File: src/rtl/port_ff_latch.sv
// port_ff_latch: glitch-filtered Z80 OUT-port latch with write counter; readback path built only with PORTFF_READBACK_EN.
module port_ff_latch #(
  parameter logic [7:0] PORT_ADDR  = 8'hFF,
  parameter int         FILTER_CYC = 2
) (
  input  logic       pll0_100MHz,
  input  logic       reset,
  input  logic [7:0] cpuA,
  input  logic [7:0] cpuDO,
  input  logic       cpu_iorq_n,
  input  logic       cpu_wr_n,
  input  logic       cpu_rd_n,
  input  logic       cpu_m1_n,
  output logic [7:0] portFFDO,
  output logic       portFF_stb,
  output logic [7:0] wr_count,
  output logic       portFF_rd_sel,
  output logic [7:0] portFFDI
);
  typedef enum logic [1:0] {IDLE, FILTER, CAPTURE, WAIT_END} state_t;
  localparam logic [2:0] FILT_LAST = 3'(FILTER_CYC);
  state_t state, stateNext;
  logic [2:0] filtCnt, filtCntNext;
  // strobe bits ordered {iorq_n, wr_n, rd_n, m1_n}
  logic [3:0] syncA, syncB;
  logic [7:0] aReg, dReg;
  logic addrHit, wrQual, wrEnd;
  always_ff @(posedge pll0_100MHz or posedge reset)
    if (reset) begin
      syncA <= 4'hF;
      syncB <= 4'hF;
      aReg  <= 8'h00;
      dReg  <= 8'h00;
    end else begin
      syncA <= {cpu_iorq_n, cpu_wr_n, cpu_rd_n, cpu_m1_n};
      syncB <= syncA;
      aReg  <= cpuA;
      dReg  <= cpuDO;
    end
  assign addrHit = aReg == PORT_ADDR;
  assign wrQual  = !syncB[3] && !syncB[2] && syncB[0] && addrHit;
  assign wrEnd   = syncB[3] || syncB[2];
  always_ff @(posedge pll0_100MHz or posedge reset)
    if (reset) begin
      state   <= IDLE;
      filtCnt <= 3'd0;
    end else begin
      state   <= stateNext;
      filtCnt <= filtCntNext;
    end
  always_comb begin
    stateNext   = state;
    filtCntNext = 3'd0;
    case (state)
      IDLE: begin
        filtCntNext = wrQual ? 3'd1 : 3'd0;
        stateNext   = !wrQual ? IDLE : (FILT_LAST == 3'd1 ? CAPTURE : FILTER);
      end
      FILTER: begin
        filtCntNext = wrQual ? filtCnt + 3'd1 : 3'd0;
        stateNext   = !wrQual ? IDLE : (filtCnt + 3'd1 == FILT_LAST ? CAPTURE : FILTER);
      end
      CAPTURE:  stateNext = WAIT_END;
      WAIT_END: stateNext = wrEnd ? IDLE : WAIT_END;
      default:  stateNext = IDLE;
    endcase
  end
  assign portFF_stb = state == CAPTURE;
  always_ff @(posedge pll0_100MHz or posedge reset)
    if (reset) begin
      portFFDO <= 8'h00;
      wr_count <= 8'h00;
    end else if (portFF_stb) begin
      portFFDO <= dReg;
      wr_count <= wr_count + 8'd1;
    end
`ifdef PORTFF_READBACK_EN
  assign portFF_rd_sel = !syncB[3] && !syncB[1] && syncB[0] && addrHit;
  assign portFFDI      = portFFDO;
`else
  logic unusedRd;
  assign unusedRd      = syncB[1];
  assign portFF_rd_sel = 1'b0;
  assign portFFDI      = 8'h00;
`endif
endmodule

File: config.mk
export PLATFORM = sky130hd
export DESIGN_NAME = port_ff_latch
export DESIGN_NICKNAME = d
export VERILOG_FILES = /design/src/rtl/port_ff_latch.sv
export SDC_FILE = /design/constraint.sdc
export NUM_CORES = 1
export LEC_CHECK = 0
export ABC_CLOCK_PERIOD_IN_PS = 1600
export CORE_ASPECT_RATIO = 2
export CORE_UTILIZATION = 25
export DETAILED_ROUTE_END_ITERATION = 8
export GPL_ROUTABILITY_DRIVEN = 0
export PLACE_DENSITY_LB_ADDON = 0.15
export SETUP_SLACK_MARGIN = 0.1
export SLEW_MARGIN = 20
export SYNTH_ARGS = -nofsm -noshare
export SYNTH_HDL_FRONTEND = slang
export SYNTH_SLANG_ARGS = --single-unit
File: constraint.sdc
create_clock -name pll0_100MHz -period 1.6 [get_ports pll0_100MHz]
set_input_delay 0.24 -clock pll0_100MHz [delete_from_list [all_inputs] [get_ports pll0_100MHz]]
set_output_delay 0.24 -clock pll0_100MHz [all_outputs]
set_load 0.1 [all_outputs]
-- Word-level counts from Yosys, hierarchy flattened
Cells that the tools add are included.
- word-level logic and storage cells: 30
- bits in registers: 45
- bits of input ports: 22
- output and inout bits: 26
- add/sub/neg operators: 2
- reduce and logical (&&, ||, !) cells: 7
- mux-type cells: 8
- eq/ne operators: 5
- operator list (operator ; count):
    $add 8x1->8 const B ; 1
    $eq 8x8->1 const B ; 1
    $pmux 2 s4 ; 1
    $mux 2 ; 3
    $pmux 3 s2 ; 1
    $eq 2x2->1 const B ; 2
    $add 3x1->3 const B ; 1
    $eq 3x2->1 const B ; 1
    $logic_and 1x1->1 ; 3
    $mux 3 ; 1
    $eq 2x1->1 const B ; 1
    $logic_not 1->1 ; 2
    $logic_not 2->1 ; 1
    $mux 1 ; 2
    $logic_or 1x1->1 ; 1

-- Depth between registers and ports, before layout
- word-level depth: 6
- mapped depth: 5
- depth with buffers taken out: 4

-- Worst setup path before layout
OpenSTA, ideal clock, no wires.
- path type: flip-flop to flip-flop
- from: register wr_count[0]
- to: register wr_count[5]
- arrival time: 1.588 ns
- clock period less this slack: 1.746 ns
- library setup time: 0.158 ns
- setup slack: -0.146 ns
- stages on the path, launching flop included: 4
- data required time: 1.442 ns
- path buffers: 0
- path through: dfrtp_1 and4b_2 nand4_1 xnor2_1
- cells in the longest elaborated chain, start to end: 1
- RTL lines (what ; RTL line ; source):
    from (decl) ; 16 ; output logic [7:0] wr_count,
    from (signal assigned) ; 75 ; wr_count <= wr_count + 8'd1;
    $add 8x1->8 ; 75 ;
Every way passes these cells.
A chain may end at the register's enable or synchronous reset.

-- Final worst setup path
- from: register state[0]
- to: output port portFF_stb
- cells in the longest elaborated chain, start to end: 1
- RTL lines (what ; RTL line ; source):
    from (decl) ; 22 ; state_t state, stateNext;
    from (signal assigned) ; 48 ; state <= stateNext;
    $eq 2x2->1 ; 68 ; assign portFF_stb = state == CAPTURE;
    to (decl) ; 15 ; output logic portFF_stb,
Every way passes these cells.

==> results.md <==
Setup path:
- The arrival time at the worst endpoint is 1.21 ns.
- STA classifies the critical path endpoint as a primary output.
- STA puts the critical path data required time at 1.36 ns.
- The startpoint-to-endpoint class of the critical path is reg2out.
- The element type at the critical path start is a flop.
- The worst register-to-register path has a depth of 4.
- The maximum fanout along the worst path is 7.

Routing:
- The number of detailed-route iterations in the first pass is 5.
- The detailed router finished its first iteration with 16 violations.
- The via density per instance is 4.293.
- The number of remaining DRC errors is 2.
- The detailed-route via count is 923.
- The met3 wire length is 127 um.
- The per-cell routed wire length is 12.04 um.
- In this run the top signal layer used is met4.
- The met1 layer wirelength in the final routing is 915 um.
- The post-detailed-route count of antenna-violating nets is 0.
- Wire segments on met2 add up to 1468 um in the final route.
- The overall routed net length is 2589 um.

Clock network:
- TritonCTS built the clock tree.
- The total CTS buffers is 5.
- After clock tree synthesis, the clock-pin slew on the worst setup and hold paths is 0.06 ns.
- The worst-skew pair later-pin latency is 0.28 ns.
- The tree is rooted in a clkbuf_16.
- The number of sinks driven by the clock tree is 43.
- The H-tree level count is 2.
- No sink is reached through more buffers than the 2 on the longest clock path.

Place:
- Once detailed placement completed, the half-perimeter wirelength came to 1904 um.
- The total of buffers placed on input and output ports is 37.
- OpenSTA, run right after detailed placement, puts the worst setup slack at 0.1668 ns.

Die:
- The die span in y is 113.5 um.
- In this run the count of I/O pins placed on the die edge is 48.
- The floorplan has 40 rows.
- The full die area is 6559 um^2.
- The initial standard-cell utilization of the core is 0.2590.
- From left edge to right edge, the die measures 57.77 um.
- The core region is 6006 um^2.

Run:
- The number of max-cap violations is 0.

Run status:
- The checks that failed: design-rule violations.
- The run finished, with violations left.

Layout:
- Compared with the post-synthesis result, the final layout area differs by 53.82%.
- At the end of the flow the core is filled with cells to 0.3983.
- The proportion of layout cells with a drive suffix above 1 is 0.3553.
- The filler cells instantiated in the layout total 583.
- The final antenna diode count is 0.
- For this run, the post-layout net count is 176.

STA:
- Setup repair after global routing could not meet its margin everywhere.
- Across all setup checks in the final design, the least slack found is 0.1468 ns.
- The minimum hold slack is 0.3174 ns.
- The highest attainable clock frequency is 0.6882 GHz.
- The number of setup violations in the final report is 0.
- Of the available clock period, the critical path in the final layout requires 0.9082.
- The setup TNS is 0 ns.
- The final-report max-slew violation count came to 0.
- The final hold violation count is 0.
- The final period demand of the worst path is 1.453 ns.
- The worst clock skew is 0.003297 ns.

Yosys:
- The number of different library cells used by synthesis comes to 26.
- The synthesized area per cell is 15.40 um^2.
- The sequential element share of the synthesized area is 0.6967.
- The number of instances in the synthesized netlist is 101.
- For this run, the number of Yosys warnings is 0.
- The summed instance area of the synthesized netlist is 1555 um^2.
- In this run, synthesis produced a sequential element count of 43.

Power:
- IR analysis of the VDD net gives a maximum drop of 773.2 uV.
- The total power density per cell area is 1015 nW/um^2.
- The total power after layout is 2.427 mW.
- The analysis attributes to cell leakage a power of 1.068 nW.

Global routing:
- The via count of the first global-routing pass is 911.
- For this run the aggregate overflow at the end of global routing stands at 0.
- The pin count of the biggest net entering global routing is 44.
- The number of antenna violations at the first check in global routing came to 0.
- The global-route usage over all layers is 0.09144.
- The first global-routing pass estimated 4347 um of wire.

Hold path:
- The worst hold path belongs to the class in2async.
[final timing paths]
path,startpoint,end,slack [ns]
min in group pll0_100MHz,syncA[2]$_DFF_PP1_,syncB[2]$_DFF_PP1_,0.36
worst min-delay path,reset,portFFDO[5]$_DFFE_PP0P_,0.32
worst min register to register,syncA[2]$_DFF_PP1_,syncB[2]$_DFF_PP1_,0.36
worst max register to register,state[1]$_DFF_PP0_,state[0]$_DFF_PP0_,0.17
max in group asynchronous,reset,syncA[3]$_DFF_PP1_,1.02
worst max-delay path,state[0]$_DFF_PP0_,portFF_stb,0.15
[cell families (layout without fill, tap and decap cells)]
logic type,count (synthesis),after routing,synth area share
flops,43,43,0.6967
simple gates,18,18,0.07884
buf+inv,14,57,0.05872
mux,9,9,0.06517
xor+xnor,8,8,0.04988
compound gates,5,5,0.02414
fa+ha+maj,3,3,0.02414
other cells,1,9,0.002411
[stage by stage]
step                std cells  area (um^2)
floorplan                 109         1593
global placement          201         2167
detailed placement        201         2167
CTS                       211         2356
global route              215         2392
finish                    215         2392
[worst max-delay path: stages (launching register included)]
cell     delay, ns
dfrtp_2       0.44
nor2b_2       0.16
buf_6         0.15
buf_12        0.17
[registers in the layout (all words and copies together), names as in the netlist]
name / cells
aReg: 8
dReg: 8
filtCnt: 3
portFFDO: 8
state: 2
syncA: 3
syncB: 3
wr_count: 8
[cells in the final DEF (no fill, tap or decap), types with 5 or more instances in the layout]
master            n
dfrtp_1          30
xnor2_1           6
mux2_1            9
dfrtp_2           7
buf_4             7
nand4_1           6
dfstp_2           6
clkbuf_16         5
conb_1            9
buf_12           18
clkdlybuf4s50_1  20
[what timing repair did]
| item | in CTS | in global routing |
|---|---|---|
| pin swaps | 0 | 1 |
| setup buffers | 2 | 4 |
| hold buffers | 0 | 0 |
| resized for setup | 2 | 1 |
| setup endpoints to repair | 1 | 3 |
[synth_stat cells (all sizes together)]
| master | n | area (um^2) |
|---|---|---|
| o21ai | 2 | 13.76 |
| mux2 | 9 | 101.4 |
| a211oi | 1 | 7.510 |
| xnor2 | 7 | 68.82 |
| nand4 | 6 | 37.54 |
| buf | 11 | 80.07 |
| o31ai | 1 | 7.510 |
| xor2 | 1 | 8.760 |
| a31o | 1 | 8.760 |
| or4b | 2 | 23.77 |
| nor2b | 1 | 8.760 |
| or2 | 1 | 6.260 |
| dfrtp | 37 | 925.9 |
| conb | 1 | 3.750 |
| ha | 3 | 37.54 |
| nand3 | 1 | 5.000 |
| dfstp | 6 | 157.7 |
| nor4 | 2 | 12.51 |
| inv | 3 | 11.26 |
| and3 | 1 | 6.260 |
| nand2 | 3 | 11.26 |
| and4b | 1 | 11.26 |
[cell type report]
type                    instances  area [um^2]  area share
clock buffers                   5        125.1     0.05230
clock inverters                 3        43.79     0.01831
inverters                       3        11.26    0.004707
multi-input cells              52        416.7      0.1742
flip-flops and latches         43         1092      0.4566
well taps                      63        78.83     0.03295
repair buffers                 46        624.3      0.2610
[report_power, final]
part | leakage, nW | internal, mW | switching (mW)
combinational | 0.453 | 0.0505 | 0.120
clock | 0.0838 | 0.735 | 0.392
sequential | 0.531 | 1.12 | 0.00817
total | 1.07 | 1.91 | 0.520
[routing by layer]
| layer | vias to the layer above | track usage |
|---|---|---|
| met5 | - | 0 |
| met3 | 5 | 0.02494 |
| met4 | 0 | 0.05714 |
| met1 | 463 | 0.09299 |
| met2 | 31 | 0.1605 |
| li1 | 424 | - |
Power figures use the tool's default switching activity.
